`src/rtl/ysyx_23060236_writeback_pkg.sv`:
```
// rtl/ysyx_23060236_writeback_pkg.sv - shared widths, load funct3 codes, response codes and WBU states
package ysyx_23060236_writeback_pkg;
  localparam int ADDR_WIDTH = 5;
  localparam int DATA_WIDTH = 32;

  localparam logic [2:0] F3_LB  = 3'b000;
  localparam logic [2:0] F3_LH  = 3'b001;
  localparam logic [2:0] F3_LW  = 3'b010;
  localparam logic [2:0] F3_LBU = 3'b100;
  localparam logic [2:0] F3_LHU = 3'b101;

  localparam logic [1:0] RESP_OKAY = 2'b00;

  typedef enum logic [1:0] {
    S_IDLE     = 2'd0,
    S_WAIT_MEM = 2'd1,
    S_WRITE    = 2'd2
  } wb_state_e;
endpackage

```
`src/rtl/ysyx_23060236_writeback_if.sv`:
```
// rtl/ysyx_23060236_writeback_if.sv - EXU/LSU/regfile/bypass signal bundle of the writeback stage
interface ysyx_23060236_writeback_if;
  import ysyx_23060236_writeback_pkg::*;

  logic                  in_valid;
  logic                  in_ready;
  logic                  in_wen;
  logic [ADDR_WIDTH-1:0] in_rd;
  logic                  in_is_load;
  logic [2:0]            in_funct3;
  logic [1:0]            in_addr_lo;
  logic [DATA_WIDTH-1:0] in_exu_data;
  logic [DATA_WIDTH-1:0] in_pc;
  logic                  mem_rvalid;
  logic                  mem_rready;
  logic [DATA_WIDTH-1:0] mem_rdata;
  logic [1:0]            mem_rresp;
  logic                  rf_valid;
  logic                  rf_wen;
  logic [ADDR_WIDTH-1:0] rf_waddr;
  logic [DATA_WIDTH-1:0] rf_wdata;
  logic                  fwd_busy;
  logic [ADDR_WIDTH-1:0] fwd_rd;
  logic                  fwd_data_ok;
  logic [DATA_WIDTH-1:0] fwd_data;
  logic                  load_fault;

  modport master (
    input  in_valid, in_wen, in_rd, in_is_load, in_funct3, in_addr_lo, in_exu_data, in_pc,
    input  mem_rvalid, mem_rdata, mem_rresp,
    output in_ready, mem_rready, rf_valid, rf_wen, rf_waddr, rf_wdata,
    output fwd_busy, fwd_rd, fwd_data_ok, fwd_data, load_fault
  );

  modport slave (
    output in_valid, in_wen, in_rd, in_is_load, in_funct3, in_addr_lo, in_exu_data, in_pc,
    output mem_rvalid, mem_rdata, mem_rresp,
    input  in_ready, mem_rready, rf_valid, rf_wen, rf_waddr, rf_wdata,
    input  fwd_busy, fwd_rd, fwd_data_ok, fwd_data, load_fault
  );
endinterface

```
`src/rtl/ysyx_23060236_load_ext.sv`:
```
// rtl/ysyx_23060236_load_ext.sv - selects and sign/zero-extends load data from a word-aligned read
module ysyx_23060236_load_ext
  import ysyx_23060236_writeback_pkg::*;
(
  input  logic [2:0]            funct3,
  input  logic [1:0]            addr_lo,
  input  logic [DATA_WIDTH-1:0] rdata,
  output logic [DATA_WIDTH-1:0] result
);
  logic [7:0]  byte_sel;
  logic [15:0] half_sel;

  always_comb begin
    byte_sel = rdata[8*addr_lo +: 8];
    half_sel = addr_lo[1] ? rdata[31:16] : rdata[15:0];
    result   = '0;
    case (funct3)
      F3_LB:   result = {{24{byte_sel[7]}}, byte_sel};
      F3_LH:   result = {{16{half_sel[15]}}, half_sel};
      F3_LW:   result = rdata;
      F3_LBU:  result = {24'd0, byte_sel};
      F3_LHU:  result = {16'd0, half_sel};
      default: result = '0;
    endcase
  end
endmodule

```
`src/rtl/ysyx_23060236_writeback.sv`:
```
// rtl/ysyx_23060236_writeback.sv - RV32E writeback stage driving the regfile write port and bypass view
// YSYX_23060236_WB_COMMIT_EN adds commit_valid/commit_pc/commit_count trace outputs.
module ysyx_23060236_writeback
  import ysyx_23060236_writeback_pkg::*;
(
  input  logic clock,
  input  logic reset,
  ysyx_23060236_writeback_if.master bus
`ifdef YSYX_23060236_WB_COMMIT_EN
  ,
  output logic                  commit_valid,
  output logic [DATA_WIDTH-1:0] commit_pc,
  output logic [63:0]           commit_count
`endif
);
  wb_state_e             state, state_nx;
  logic                  ent_wen;
  logic [ADDR_WIDTH-1:0] ent_rd;
  logic [DATA_WIDTH-1:0] ent_data;
  logic [2:0]            ent_funct3;
  logic [1:0]            ent_addr_lo;
  logic                  ent_fault;
  logic [DATA_WIDTH-1:0] ext_data;
  logic                  accept, mem_hs, mem_ok, rd_nz, busy;

  ysyx_23060236_load_ext u_load_ext (
    .funct3  (ent_funct3),
    .addr_lo (ent_addr_lo),
    .rdata   (bus.mem_rdata),
    .result  (ext_data)
  );

  // in_ready is held low while reset is asserted so every output reads 0 during reset
  assign bus.in_ready   = !reset && (state != S_WAIT_MEM);
  assign bus.mem_rready = (state == S_WAIT_MEM);
  assign accept         = bus.in_valid && bus.in_ready;
  assign mem_hs         = bus.mem_rvalid && bus.mem_rready;
  assign mem_ok         = (bus.mem_rresp == RESP_OKAY);
  assign rd_nz          = (ent_rd != '0);
  assign busy           = (state != S_IDLE) && ent_wen && rd_nz;

  always_ff @(posedge clock or posedge reset) begin
    if (reset) state <= S_IDLE;
    else       state <= state_nx;
  end

  always_comb begin
    state_nx = state;
    case (state)
      S_IDLE, S_WRITE: begin
        if (accept) state_nx = bus.in_is_load ? S_WAIT_MEM : S_WRITE;
        else        state_nx = S_IDLE;
      end
      S_WAIT_MEM: if (mem_hs) state_nx = S_WRITE;
      default:    state_nx = S_IDLE;
    endcase
  end

  always_ff @(posedge clock or posedge reset) begin
    if (reset) begin
      ent_wen     <= 1'b0;
      ent_rd      <= '0;
      ent_data    <= '0;
      ent_funct3  <= '0;
      ent_addr_lo <= '0;
      ent_fault   <= 1'b0;
    end else if (accept) begin
      ent_wen     <= bus.in_wen;
      ent_rd      <= bus.in_rd;
      ent_data    <= bus.in_is_load ? '0 : bus.in_exu_data;
      ent_funct3  <= bus.in_funct3;
      ent_addr_lo <= bus.in_addr_lo;
      ent_fault   <= 1'b0;
    end else if (mem_hs) begin
      // an error response retires the load without touching the register file
      ent_data    <= mem_ok ? ext_data : '0;
      ent_wen     <= ent_wen && mem_ok;
      ent_fault   <= !mem_ok;
    end
  end

  always_comb begin
    bus.rf_valid    = 1'b0;
    bus.rf_wen      = 1'b0;
    bus.rf_waddr    = '0;
    bus.rf_wdata    = '0;
    bus.load_fault  = 1'b0;
    bus.fwd_busy    = busy;
    bus.fwd_rd      = '0;
    bus.fwd_data_ok = 1'b0;
    bus.fwd_data    = '0;
    if (state == S_WRITE) begin
      bus.rf_valid   = 1'b1;
      bus.rf_wen     = ent_wen && rd_nz;
      bus.rf_waddr   = ent_rd;
      bus.rf_wdata   = ent_data;
      bus.load_fault = ent_fault;
    end
    if (busy) begin
      bus.fwd_rd      = ent_rd;
      bus.fwd_data_ok = (state == S_WRITE);
      bus.fwd_data    = ent_data;
    end
  end

`ifdef YSYX_23060236_WB_COMMIT_EN
  logic [DATA_WIDTH-1:0] ent_pc;

  always_ff @(posedge clock or posedge reset) begin
    if (reset) begin
      ent_pc       <= '0;
      commit_count <= '0;
    end else begin
      if (accept)            ent_pc       <= bus.in_pc;
      if (state == S_WRITE)  commit_count <= commit_count + 64'd1;
    end
  end

  assign commit_valid = (state == S_WRITE);
  assign commit_pc    = (state == S_WRITE) ? ent_pc : '0;
`endif
endmodule

```
`src/flat_wrapper.sv`:
```
// flat-port wrapper written by rule: the top's interface ports become plain ports
module ysyx_23060236_writeback_flat import ysyx_23060236_writeback_pkg::*;
  (clock, reset, bus_in_valid, bus_in_wen, bus_in_rd, bus_in_is_load, bus_in_funct3, bus_in_addr_lo, bus_in_exu_data, bus_in_pc, bus_mem_rvalid, bus_mem_rdata, bus_mem_rresp, bus_in_ready, bus_mem_rready, bus_rf_valid, bus_rf_wen, bus_rf_waddr, bus_rf_wdata, bus_fwd_busy, bus_fwd_rd, bus_fwd_data_ok, bus_fwd_data, bus_load_fault);
  ysyx_23060236_writeback_if bus_i ();
  input  logic clock;
  input  logic reset;
  input wire logic [$bits(bus_i.in_valid)-1:0] bus_in_valid;
  input wire logic [$bits(bus_i.in_wen)-1:0] bus_in_wen;
  input wire logic [$bits(bus_i.in_rd)-1:0] bus_in_rd;
  input wire logic [$bits(bus_i.in_is_load)-1:0] bus_in_is_load;
  input wire logic [$bits(bus_i.in_funct3)-1:0] bus_in_funct3;
  input wire logic [$bits(bus_i.in_addr_lo)-1:0] bus_in_addr_lo;
  input wire logic [$bits(bus_i.in_exu_data)-1:0] bus_in_exu_data;
  input wire logic [$bits(bus_i.in_pc)-1:0] bus_in_pc;
  input wire logic [$bits(bus_i.mem_rvalid)-1:0] bus_mem_rvalid;
  input wire logic [$bits(bus_i.mem_rdata)-1:0] bus_mem_rdata;
  input wire logic [$bits(bus_i.mem_rresp)-1:0] bus_mem_rresp;
  output wire logic [$bits(bus_i.in_ready)-1:0] bus_in_ready;
  output wire logic [$bits(bus_i.mem_rready)-1:0] bus_mem_rready;
  output wire logic [$bits(bus_i.rf_valid)-1:0] bus_rf_valid;
  output wire logic [$bits(bus_i.rf_wen)-1:0] bus_rf_wen;
  output wire logic [$bits(bus_i.rf_waddr)-1:0] bus_rf_waddr;
  output wire logic [$bits(bus_i.rf_wdata)-1:0] bus_rf_wdata;
  output wire logic [$bits(bus_i.fwd_busy)-1:0] bus_fwd_busy;
  output wire logic [$bits(bus_i.fwd_rd)-1:0] bus_fwd_rd;
  output wire logic [$bits(bus_i.fwd_data_ok)-1:0] bus_fwd_data_ok;
  output wire logic [$bits(bus_i.fwd_data)-1:0] bus_fwd_data;
  output wire logic [$bits(bus_i.load_fault)-1:0] bus_load_fault;
  assign bus_i.in_valid = bus_in_valid;
  assign bus_i.in_wen = bus_in_wen;
  assign bus_i.in_rd = bus_in_rd;
  assign bus_i.in_is_load = bus_in_is_load;
  assign bus_i.in_funct3 = bus_in_funct3;
  assign bus_i.in_addr_lo = bus_in_addr_lo;
  assign bus_i.in_exu_data = bus_in_exu_data;
  assign bus_i.in_pc = bus_in_pc;
  assign bus_i.mem_rvalid = bus_mem_rvalid;
  assign bus_i.mem_rdata = bus_mem_rdata;
  assign bus_i.mem_rresp = bus_mem_rresp;
  assign bus_in_ready = bus_i.in_ready;
  assign bus_mem_rready = bus_i.mem_rready;
  assign bus_rf_valid = bus_i.rf_valid;
  assign bus_rf_wen = bus_i.rf_wen;
  assign bus_rf_waddr = bus_i.rf_waddr;
  assign bus_rf_wdata = bus_i.rf_wdata;
  assign bus_fwd_busy = bus_i.fwd_busy;
  assign bus_fwd_rd = bus_i.fwd_rd;
  assign bus_fwd_data_ok = bus_i.fwd_data_ok;
  assign bus_fwd_data = bus_i.fwd_data;
  assign bus_load_fault = bus_i.load_fault;
  ysyx_23060236_writeback u_core (.clock(clock), .reset(reset), .bus(bus_i));
endmodule
```
`config.mk`:
```
export PLATFORM = sky130hd
export DESIGN_NAME = ysyx_23060236_writeback_flat
export DESIGN_NICKNAME = d
export VERILOG_FILES = /design/src/rtl/ysyx_23060236_writeback_pkg.sv /design/src/rtl/ysyx_23060236_writeback_if.sv /design/src/rtl/ysyx_23060236_load_ext.sv /design/src/rtl/ysyx_23060236_writeback.sv /design/src/flat_wrapper.sv
export SDC_FILE = /design/constraint.sdc
export NUM_CORES = 1
export LEC_CHECK = 0
export BUFFER_PORTS_ARGS = -buffer_cell sky130_fd_sc_hd__buf_2
export CORE_MARGIN = 8
export CORE_UTILIZATION = 31
export DETAILED_ROUTE_END_ITERATION = 12
export MAX_ROUTING_LAYER = met4
export PLACE_DENSITY = 0.66
export SLEW_MARGIN = 20
export SYNTH_ARGS = -nofsm -noshare
export SYNTH_HDL_FRONTEND = slang
export SYNTH_SLANG_ARGS = --single-unit
```
`constraint.sdc`:
```
create_clock -name clock -period 2.8 [get_ports clock]
set_clock_uncertainty 0.05 [all_clocks]
set_input_delay 0.28 -clock clock [delete_from_list [all_inputs] [get_ports clock]]
set_output_delay 0.28 -clock clock [all_outputs]
set_load 0.01 [all_outputs]
```
[Word-level counts from Yosys, hierarchy flattened]
Cells that the tools add are included.
Storage, ports and cells
  register bits: 46
  bits of input ports: 114
  output and inout port bits: 81
  logic and storage cells: 54
Cells by class
  equality and inequality tests: 8
  shift operators: 1
  multiplexer cells: 22
  reduce and logical (&&, ||, !) cells: 16
Operator list (number)
  $mux W32: 6
  $pmux W32 S5: 1
  $shiftx A32 B6 Y8: 1
  $mux W16: 1
  $mux W5: 2
  $mux W1: 8
  $logic_and A1 B1 Y1: 7
  $eq A3 B3 Y1 const B: 2
  $mux W2: 3
  $reduce_bool A5 Y1: 1
  $logic_not A2 Y1: 2
  $pmux W2 S2: 1
  $reduce_bool A2 Y1: 2
  $eq A3 B1 Y1 const B: 1
  $eq A3 B2 Y1 const B: 1
  $logic_not A3 Y1: 1
  $eq A2 B1 Y1 const B: 1
  $eq A2 B2 Y1 const B: 1
  $logic_not A1 Y1: 2
  $ne A2 B1 Y1 const B: 1
  $ne A2 B2 Y1 const B: 1
  $reduce_or A2 Y1: 1

[Depth between registers and ports, before layout]
Gate-level depths: netlist (run 1).
  depth in word-level cells: 5
  gate-level depth with buffers: 6

[By module]
Synthesis (run 1) repeated with hierarchy kept, for this count alone.
Second synthesis, totals
  cell total of the unflattened synthesis: 434
  area, all modules: 3751.1 µm²
Modules (own cells, without submodules)
  ysyx_23060236_writeback: times used 1, cells each 326, area each 2989.1 µm², seq. area each 1151.1 µm²
  ysyx_23060236_load_ext: times used 1, cells each 108, area each 762.0 µm², seq. area each 0.0 µm²

[Worst setup path after synthesis (run 1)]
No wires, ideal clock.
  path type: flip-flop to output port
  start point: register u_core.ent_rd[1]
  end point: output bus_fwd_data[22]
  arrival: 1480 ps
  data required time: 2470 ps
  setup slack: 990 ps
  stages on the path, launching flop included: 6
  path buffers: 1
  cells stage by stage: dfrtp_1 > or4_1 > o21ai_2 > nor2_2 > buf_6 > and2_1
On the way
  longest elaborated chain between the ends: 3
Ends and longest elaborated chain
  start, declared: line ysyx_23060236_writeback.sv:18  | logic [ADDR_WIDTH-1:0] ent_rd;
  start signal, assigned: line ysyx_23060236_writeback.sv:69  | ent_rd <= bus.in_rd;
  $reduce_bool A5 Y1: line ysyx_23060236_writeback.sv:39  | assign rd_nz = (ent_rd != '0);
  $logic_and A1 B1 Y1: line ysyx_23060236_writeback.sv:40  | assign busy = (state != S_IDLE) && ent_wen && rd_nz;
  named net bus_fwd_busy: line flat_wrapper.sv:24  | output wire logic [$bits(bus_i.fwd_busy)-1:0] bus_fwd_busy;
  $mux W32: line ysyx_23060236_writeback.sv:99  | if (busy) begin
  end, declared: line flat_wrapper.sv:27  | output wire logic [$bits(bus_i.fwd_data)-1:0] bus_fwd_data;
The timed path passes the listed nets, and every way through them passes these cells.

[Worst setup path after layout (run 1)]
  start point: register u_core.ent_rd[1]
  end point: output bus_fwd_data[2]
On the way
  longest elaborated chain between the ends: 3
Ends and longest elaborated chain (line)
  $reduce_bool A5 Y1: ysyx_23060236_writeback.sv:39
  $logic_and A1 B1 Y1: ysyx_23060236_writeback.sv:40
  $mux W32: ysyx_23060236_writeback.sv:99
Every way passes these cells.

==> results_dict.tcl, run 1 <==
set metrics [dict create \
    layout_setup_ws_ns 0.460 \
    start_util_pct 32.1 \
    yosys_warnings 0 \
    cp_cell_sequence "or4_1 -> o21ai_2 -> nor2_4 -> and2_1 -> buf_2" \
    grt_pass1_vias 3100 \
    worstSetupEndpointType "output pin" \
    crit_path_max_fanout 37 \
    mappedNetlistNets 429 \
    synth.distinct_cells 41 \
    pre_cts_ws_ns 0.578 \
    worst-setup-path-type "reg -> out" \
    tns_ns 0 \
    portBuffers 162 \
    die_h_um 114 \
    synth_seq_area_share_pct 38.7 \
    grt_max_degree 47 \
    period_needed_ns 2.34 \
    holdWs_ns 0.0871 \
    viasPerCell 5.13 \
    maxCapViolCount 0 \
    yosysMostFrequentCell "and2_1" \
    cts_hold_buf 0 \
    avgSynthCellArea_um2 9.45 \
    core.rowCount 35 \
    dieArea_mm2 0.0130 \
    clk_path_buf_depth 2 \
    ant_nets 0 \
    drc 0 \
    antenna_found_initial 1 \
    finalMaxSlewViolations 0 \
    finalSetupViolCount 0 \
    synthTopCellsByCount "and2_1, dfrtp_1, a22oi_1, nand2_1, mux2_2" \
    critical-path-max-stage-delay_ns 0.54 \
    cts_tree "done" \
    syn_inst 315 \
    clk_latency_ns 0.30 \
    hp-class "in -> async" \
    syn2layout_area_growth_pct 33.4 \
    slowest_stage "or4_1" \
    fin_crit_sh_pct 83.6 \
    post-cts-setup-buffers 0 \
    p_leak_uw 0.00208 \
    routedWlPerCell_um 18.5 \
    synth_top_area_share_pct 38.7 \
    netlist.top_cell.by_area "dfrtp_1" \
    coreArea_mm2 0.00928 \
    io_pins 195 \
    yosys_most_used_dff "dfrtp_1" \
    startpoint_type "flop" \
    tightest_slew_ns 0.831 \
    die_w_um 114 \
    pwr_density_cell_mw_per_mm2 491 \
    rsz0062_at_grt "no" \
    routed_wl_um 11000 \
    status "finished clean" \
    first_pass_iters 5 \
    crit_required_ns 2.47 \
    ir_worst_vdd_v 0.000239 \
    track_usage_pct 17.1 \
    grt_pass1_wl_um 17100 \
    layout.nets 579 \
    cts_buffers 5 \
    r2r_setup_slack_ns 0.62 \
    timing.slew.headroom_pct 44.5 \
    async_flop_share_pct 100 \
    finalHoldViolations 0 \
    gp_congestion 0.856 \
    clk_pin_slew_ns 0.09 \
    cts-resized-gates 0 \
    yosys-top-cells-area "dfrtp_1, and2_1, a22oi_1" \
    synth_edf_count 0 \
    netlist_area_mm2 0.00298 \
    htree_levels 2 \
    cts_sinks 46 \
    drive_above_1_share_pct 43.3 \
    root_buffer "clkbuf_8" \
    hpwl_um 8710 \
    max_freq_mhz 427 \
    drtIter0Drc 211 \
    vias 3058 \
    synth_seq_cells 46 \
    grt_overflow 0 \
    critPathArrivalTime_ns 2.01 \
]
==> cells in the final DEF (no fill, tap or decap), drive strengths merged <==
cell	n
buf	165
and2	74
dfrtp	46
a22oi	32
nand2	24
mux2	20
nand3	18
o21ai	11
nor2	10
a21oi	9
a221o	8
a222oi	7
clkbuf	7
inv	4
nor2b	4
nand2b	3
nor3b	3
o211ai	2
nor3	2
diode	1
and3b	1
nor4b	1
a32oi	1
and3	1
o2111a	1
o311ai	1
or4	1
clkinv	1
o31ai	1
o32ai	1
a21o	1
a2bb2oi	1
mux2i	1
nand3b	1
o221a	1
o22a	1
bufinv	1
==> registers in the layout, indices dropped and copies added (netlist names) <==
name	flops
u_core.ent_addr_lo	2
u_core.ent_data	32
u_core.state	2
u_core.ent_funct3	3
u_core.ent_fault	1
u_core.ent_wen	1
u_core.ent_rd	5
==> area by class of cell <==
cell class | count | area [um^2]
diodes | 1 | 2.50
clock buffers | 7 | 76.3
clock inverters | 1 | 30.0
fillers | 986 | 5310
inverters | 5 | 20.0
multi-input cells | 242 | 1700
flip-flops and latches | 46 | 1150
well taps | 129 | 161
repair buffers | 165 | 833
==> through the flow <==
step           cell area (um^2)  util (%)  power, uW  std cells
4_1_cts                    3970      42.7       1970        595
2_1_floorplan              2980         -       1250        315
6_report                   3970      42.8       1950        596
3_3_place_gp               3860      41.6       1450        587
5_1_grt                    3970      42.8       2070        596
3_5_place_dp               3860      41.6       1470        587
==> power by group <==
| part | internal [uW] | switching, uW |
|---|---|---|
| registers | 766 | 114 |
| logic | 268 | 301 |
| clock network | 268 | 234 |
==> final timing paths <==
kind,cells after the start,endpoint,start
worst min-delay path,2,u_core.ent_wen$_DFFE_PP0P_,reset
max in group asynchronous,2,u_core.ent_data[3]$_DFFE_PP0P_,reset
worst min register to register,2,u_core.ent_fault$_DFFE_PP0P_,u_core.ent_fault$_DFFE_PP0P_
worst max register to register,4,u_core.ent_data[29]$_DFFE_PP0P_,u_core.ent_funct3[1]$_DFFE_PP0N_
min in group clock,2,u_core.state[0]$_DFFE_PP0P_,bus_mem_rvalid
worst max-delay path,5,bus_fwd_data[2],u_core.ent_rd[1]$_DFFE_PP0N_
==> routing by layer <==
layer / part of all wire (%) / global-route usage [%]
met1: 39 / 18.9
met3: 9.7 / 5.71
met2: 49 / 29.2
met5: 0 / -
met4: 1.3 / 4.26
==> critical path, delay by kind of cell (launching register included) <==
kind / cells / cell delay [ns]
simple gates: 3 / 0.91
flops: 1 / 0.42
compound gates: 1 / 0.22
buf+inv: 1 / 0.13
==> cells by family (layout without fill, tap and decap cells) <==
family,count (synthesis),in the layout,synth area share [%]
DFF,46,46,38.7
AOI/OAI and AO/OA,78,78,21.1
muxes,21,21,7.90
buffers and inverters,27,178,4.87
and+or+nand+nor,143,143,27.5
other,0,1,0
No activity file was read; power rests on OpenSTA's default activity.
==> run 2: changes to the inputs <==
--- a/config.mk
+++ b/config.mk
@@ -5,12 +5,13 @@
 export SDC_FILE = /design/constraint.sdc
 export NUM_CORES = 1
 export LEC_CHECK = 0
+export ABC_AREA = 1
 export BUFFER_PORTS_ARGS = -buffer_cell sky130_fd_sc_hd__buf_2
 export CORE_MARGIN = 8
 export CORE_UTILIZATION = 31
 export DETAILED_ROUTE_END_ITERATION = 12
 export MAX_ROUTING_LAYER = met4
-export PLACE_DENSITY = 0.66
+export PLACE_DENSITY = 0.64
 export SLEW_MARGIN = 20
 export SYNTH_ARGS = -nofsm -noshare
 export SYNTH_HDL_FRONTEND = slang
==> constraint.sdc (replaced) <==
create_clock -name clock -period 2.1 [get_ports clock]
set_clock_uncertainty 0.05 [all_clocks]
set_input_delay 0.21 -clock clock [delete_from_list [all_inputs] [get_ports clock]]
set_output_delay 0.21 -clock clock [all_outputs]
set_load 0.01 [all_outputs]
==> run 2 against run 1 <==
  * Critical path depth is the same
  * Clock power grew 79%
  * Register-to-register slack lost 0.44 ns
  * Final area grew 24%
  * Sequential share of layout area shrank 5.6 points
  * Worst setup slack lost 0.34 ns
  * Count of clock-buffer cells in the layout shrank 1
  * Global-route usage shrank 1.7 points
  * Non-clock buffer count grew 11
  * Via count grew 29%
  * Largest cell class unchanged
==> results_dict.tcl, run 2 <==
set metrics [dict create \
    status "finished clean" \
    routed_wl_um 12800 \
    viasPerCell 4.24 \
    wl_met3_um 913 \
    coreArea_mm2 0.0120 \
    top_layer_used "met4" \
    dr_wl_met2_um 5870 \
    regMostFlops "u_core.ent_data" \
    m1WireLength_um 5950 \
    htree_levels 2 \
    startpoint_type "flop" \
    mappedNetlistNets 743 \
    synth_seq_cells 46 \
    dieArea_mm2 0.0161 \
    worstSetupEndpointType "output pin" \
    rsz0062_at_grt "no" \
    cts_sinks 46 \
    netlist.top_cell.by_area "dfrtp_1" \
    crit_path_max_fanout 29 \
    track_usage_pct 15.4 \
    cts_hold_buf 0 \
    p_leak_uw 0.00298 \
    fillers 1368 \
    portBuffers 162 \
    min_path_cells 3 \
    crit_required_ns 1.84 \
    synth.distinct_cells 27 \
    drive_above_1_share_pct 30.8 \
    ir_worst_vdd_v 0.000294 \
    layout.nets 895 \
    gp_congestion 0.935 \
    avgSynthCellArea_um2 6.05 \
    drc 0 \
    synthTopCellsByCount "nand2_1, nor2_1, inv_1, dfrtp_1, a21oi_2" \
    grt_overflow 0 \
    syn_inst 629 \
    vias 3960 \
    die_w_um 127 \
    first_pass_iters 4 \
    drtIter0Drc 182 \
    yosys_warnings 0 \
    grt_max_degree 47 \
    syn2layout_area_growth_pct 29.4 \
    layout_common_cells "nand2_1, buf_2, nor2_1" \
    cts_buffers 5 \
    final_common_cell "nand2_1" \
    maxCapViolCount 0 \
    power.total_uw 3570 \
    fin_crit_sh_pct 94.4 \
    netlist_area_mm2 0.00381 \
    cts_tree "done" \
    core.rowCount 40 \
    antenna_found_initial 5 \
    root_buffer "clkbuf_16" \
    start_util_pct 31.7 \
    clk_path_buf_depth 2 \
    multiInputGateArea_mm2 0.00203 \
    finalSetupViolCount 0 \
    hpwl_um 9930 \
    die_h_um 127 \
    post-route-util_pct 41.0 \
    ant_nets 0 \
    finalHoldViolations 0 \
    reg_top3 "u_core.ent_data (32), u_core.ent_rd (5), u_core.ent_funct3 (3)" \
    yosys-top-cells-area "dfrtp_1, nand2_1, nor2_1" \
    pwr_density_cell_mw_per_mm2 724 \
    worst-setup-path-type "reg -> out" \
    tns_ns 0 \
    synth_top_area_share_pct 30.2 \
    synth_seq_area_share_pct 30.2 \
    synth_edf_count 0 \
    period_needed_ns 1.98 \
    tightest_slew_ns 0.728 \
    max_freq_mhz 504 \
    finalMaxSlewViolations 0 \
    seqCellArea_mm2 0.00115 \
    hp-class "in -> reg" \
    grt_pass1_wl_um 19500 \
    io_pins 195 \
    timing.slew.headroom_pct 51.4 \
    clk_latency_ns 0.29 \
    yosysMostFrequentCell "nand2_1" \
    yosys_most_used_dff "dfrtp_1" \
    clk_pin_slew_ns 0.07 \
    routedWlPerCell_um 13.7 \
    async_flop_share_pct 100 \
    r2r_cells 6 \
    largest_reg_flops 32 \
    critPathArrivalTime_ns 1.72 \
    grt_pass1_vias 3602 \
]
[run 2: area by class of cell]
| type | count | share of cell area (%) |
|---|---|---|
| clock inverters | 2 | 0.762 |
| well taps | 147 | 3.73 |
| flip-flops and latches | 46 | 23.4 |
| repair buffers | 176 | 19.9 |
| inverters | 104 | 8.10 |
| multi-input cells | 448 | 41.3 |
| clock buffers | 6 | 2.62 |
| diodes | 5 | 0.254 |
[run 2: worst paths after layout]
| kind | endpoint | slack (ns) | startpoint |
|---|---|---|---|
| max in group asynchronous | u_core.ent_data[28]$_DFFE_PP0P_ | 1.47 | reset |
| setup reg to reg | u_core.ent_data[15]$_DFFE_PP0P_ | 0.18 | u_core.state[0]$_DFFE_PP0P_ |
| min in group asynchronous | u_core.state[0]$_DFFE_PP0P_ | 0.10 | reset |
| hold reg to reg | u_core.ent_data[3]$_DFFE_PP0P_ | 0.46 | u_core.ent_data[3]$_DFFE_PP0P_ |
| hold / removal | u_core.ent_wen$_DFFE_PP0P_ | 0.07 | bus_in_wen |
| setup / recovery | bus_rf_wdata[15] | 0.12 | u_core.state[0]$_DFFE_PP0P_ |
[run 2: cells by family (layout without fill, tap and decap cells)]
family          Yosys count  count (layout)  share of synthesized area, %
simple gates            390             390                          42.9
compound gates           57              58                          9.86
flops                    46              46                          30.2
buf+inv                 136             288                          17.1
other cells               0               5                             0
[run 2: power by group]
| part | internal, uW | leakage (uW) | total, uW | switching (uW) |
|---|---|---|---|---|
| clock network | 562 | 0.0000771 | 897 | 334 |
| logic | 532 | 0.00235 | 1450 | 918 |
| registers | 1080 | 0.000557 | 1220 | 141 |
[run 2: metrics by stage]
stage | instance area [um^2] | worst slack [ns] | std cells | hold slack [ns]
2_1_floorplan | 3810 | 0.215 | 629 | 0.192
3_3_place_gp | 4670 | 0.164 | 916 | 0.360
3_5_place_dp | 4670 | 0.149 | 916 | 0.365
4_1_cts | 4840 | 0.00693 | 924 | 0.0650
5_1_grt | 4930 | 0.00256 | 934 | 0.0784
6_report | 4930 | 0.117 | 934 | 0.0670
[run 2: worst max-delay path, cell delays in order (launching register included)]
cell	delay (ns)
dfrtp_1	0.57
nor2_1	0.11
inv_1	0.32
buf_12	0.23
nor2_1	0.05
buf_2	0.13
[run 2: per-layer routing]
metal / vias up / GRT usage [%]
met5: - / -
met4: 0 / 3.15
met3: 5 / 4.36
met2: 99 / 24.2
met1: 1696 / 19.4
li1: 2160 / -
[run 2: what timing repair did]
item / 4_1_cts / 5_1_grt
gates resized for setup: 0 / 2
setup endpoints to repair: 0 / 37
hold endpoints to repair: 0 / 0
buffers inserted: 0 / 4
==> run 3: changes to the inputs <==
==> constraint.sdc (replaced) <==
create_clock -name clock -period 1.8 [get_ports clock]
set_clock_uncertainty 0.05 [all_clocks]
set_input_delay 0.18 -clock clock [delete_from_list [all_inputs] [get_ports clock]]
set_output_delay 0.18 -clock clock [all_outputs]
set_load 0.01 [all_outputs]
==> run 3 against run 2 <==
  * The flow now finishes with violations (setup timing)
  * Total power rose by 26%
  * Final area grew 6.0%
  * Critical path depth grew 4
  * Worst hold slack worse by 0.029 ns
  * Global-route usage grew 0.21 points
  * Die area did not move
  * Wire length is 2.5% lower
  * Largest power group unchanged
==> results_dict.tcl, run 3 (synthesized netlist as in run 2, its figures left out) <==
set metrics [dict create \
    status "complete, but fails checks" \
    violations "setup timing" \
    finalSetupViolCount 23 \
    hpwl_um 9830 \
    post-route-util_pct 43.5 \
    viasPerCell 4.27 \
    cts_hold_buf 0 \
    grt_max_degree 47 \
    fin_crit_sh_pct 104 \
    use_met2_pct 25.7 \
    maxCapViolCount 0 \
    critical-path-max-stage-delay_ns 0.38 \
    clk_pin_slew_ns 0.07 \
    first_pass_iters 4 \
    portBuffers 162 \
    cts_buffers 5 \
    crit_path_max_fanout 6 \
    htree_levels 2 \
    pwr_density_cell_mw_per_mm2 861 \
    coreArea_mm2 0.0120 \
    p_leak_uw 0.00309 \
    root_buffer "clkbuf_16" \
    dieArea_mm2 0.0161 \
    drtIter0Drc 199 \
    die_w_um 127 \
    tns_ns -1.06 \
    routedWlPerCell_um 13.2 \
    drc 0 \
    r2r-start "u_core.ent_addr_lo[1]$_DFFE_PP0N_" \
    grt_pass1_wl_um 19700 \
    min_path_cells 3 \
    busiest_layer "met2" \
    core.rowCount 40 \
    r2r_cells 8 \
    layout_setup_ws_ns -0.0671 \
    placed_cell_area_mm2 0.00482 \
    grt_pass1_vias 3933 \
    hp-class "in -> reg" \
    r2r_end "u_core.ent_data[21]$_DFFE_PP0P_" \
    fillers 1353 \
    regMostFlops "u_core.ent_data" \
    crit_required_ns 1.57 \
    power.total_uw 4500 \
    reg_top3 "u_core.ent_data (32), u_core.ent_rd (5), u_core.ent_funct3 (3)" \
    syn2layout_area_growth_pct 37.2 \
    critPathArrivalTime_ns 1.64 \
    finalMaxSlewViolations 0 \
    routed_wl_um 12500 \
    timing.slew.headroom_pct 60.0 \
    track_usage_pct 15.6 \
    cp_cell_sequence "inv_2 -> nand3_2 -> o21ai_2 -> inv_2 -> o21ai_4 -> buf_12 -> clkbuf_16 -> nor2_2 -> buf_2" \
    finalHoldViolations 0 \
    multiInputGateArea_mm2 0.00211 \
    tightest_slew_ns 0.600 \
    clk_path_buf_depth 2 \
    r2r_setup_slack_ns 0.18 \
    slowest_stage "dfrtp_1" \
    io_pins 195 \
    final_common_cell "nand2_1" \
    cp_common_cell "inv_2" \
    seqCellArea_mm2 0.00115 \
    worst-setup-path-type "reg -> out" \
    pre_cts_ws_ns 0.182 \
    final_cell_area_mm2 0.00522 \
    layout.nets 908 \
    met1_usage_pct 18.1 \
    cts_sinks 46 \
    cts_tree "done" \
    drive_above_1_share_pct 37.0 \
    ant_nets 0 \
    hp-start "bus_in_wen" \
    largest_reg_flops 32 \
    startpoint_type "flop" \
    gp_congestion 0.874 \
    worstSetupEndpointType "output pin" \
    rsz0062_at_grt "yes" \
    antenna_found_initial 4 \
    layout_common_cells "nand2_1, buf_2, nor2_1" \
    min_to "u_core.ent_wen$_DFFE_PP0P_" \
    vias 4040 \
    grt_use_met3_pct 3.94 \
    grt_overflow 0 \
    max_freq_mhz 536 \
    die_h_um 127 \
    clk_latency_ns 0.29 \
    ir_worst_vdd_v 0.000355 \
    period_needed_ns 1.87 \
    start_util_pct 31.7 \
]
==> run 3: cell count changes in the layout (fill, tap and decap cells not counted), sizes merged <==
cell / before / now
clkinvlp: 2 / 1
clkbuf: 6 / 7
o21ai: 22 / 21
bufinv: 1 / 2
buf: 176 / 189
==> run 3: power by group <==
| part | switching (uW) | internal, uW | leakage [uW] | total (uW) |
|---|---|---|---|---|
| Clock | 397 | 834 | 0.0000971 | 1230 |
| Combinational | 1110 | 740 | 0.00243 | 1850 |
| Sequential | 161 | 1260 | 0.000557 | 1420 |
==> run 3: worst max-delay path by stage <==
stage	start	endpoint	slack [ns]	cells past startpoint
2_1_floorplan	reset	u_core.ent_data[10]$_DFFE_PP0P_	-0.05	8
3_5_place_dp	u_core.ent_addr_lo[1]$_DFFE_PP0N_	u_core.ent_data[21]$_DFFE_PP0P_	0.18	8
4_1_cts	u_core.ent_rd[4]$_DFFE_PP0N_	bus_fwd_data[19]	-0.006	9
3_3_place_gp	u_core.ent_addr_lo[1]$_DFFE_PP0N_	u_core.ent_data[17]$_DFFE_PP0P_	0.21	8
6_report	u_core.ent_rd[3]$_DFFE_PP0N_	bus_fwd_data[28]	-0.07	9
5_1_grt	u_core.ent_rd[3]$_DFFE_PP0N_	bus_fwd_data[28]	-0.15	9
==> run 3: final cells by class <==
type	instances	share of cell area, %
Antenna cell	5	0.240
Clock buffer	6	2.66
Clock inverter	2	1.15
Inverter	104	7.64
Multi-Input combinational cell	447	40.5
Sequential cell	46	22.0
Tap cell	147	3.52
Timing Repair Buffer	190	22.3
==> run 3: routing by layer <==
metal | up-vias | share of wire, %
li1 | 2184 | -
met1 | 1739 | 44
met2 | 102 | 48
met3 | 15 | 6.6
met4 | 0 | 1.7
met5 | - | 0
==> run 3: worst max-delay path: cells and delay by family, from the launching register on <==
kind                   cells  cell delay (ns)
buffers and inverters      5             0.59
DFF                        1             0.38
AOI/OAI and AO/OA          2             0.25
and+or+nand+nor            2             0.12
==> run 3: stage by stage <==
| stage | instances | hold WS [ns] |
|---|---|---|
| detailed placement | 924 | 0.340 |
| CTS | 940 | 0.0385 |
| global route | 946 | 0.0500 |
| floorplan | 629 | 0.163 |
| finish | 947 | 0.0378 |
| global placement | 924 | 0.334 |
==> run 3: what timing repair did <==
action                                  CTS  global route
pin swaps                                 0             2
setup buffers                             7             2
gates cloned                              1             1
resized for setup                        12            15
endpoints found under the setup margin   32            36
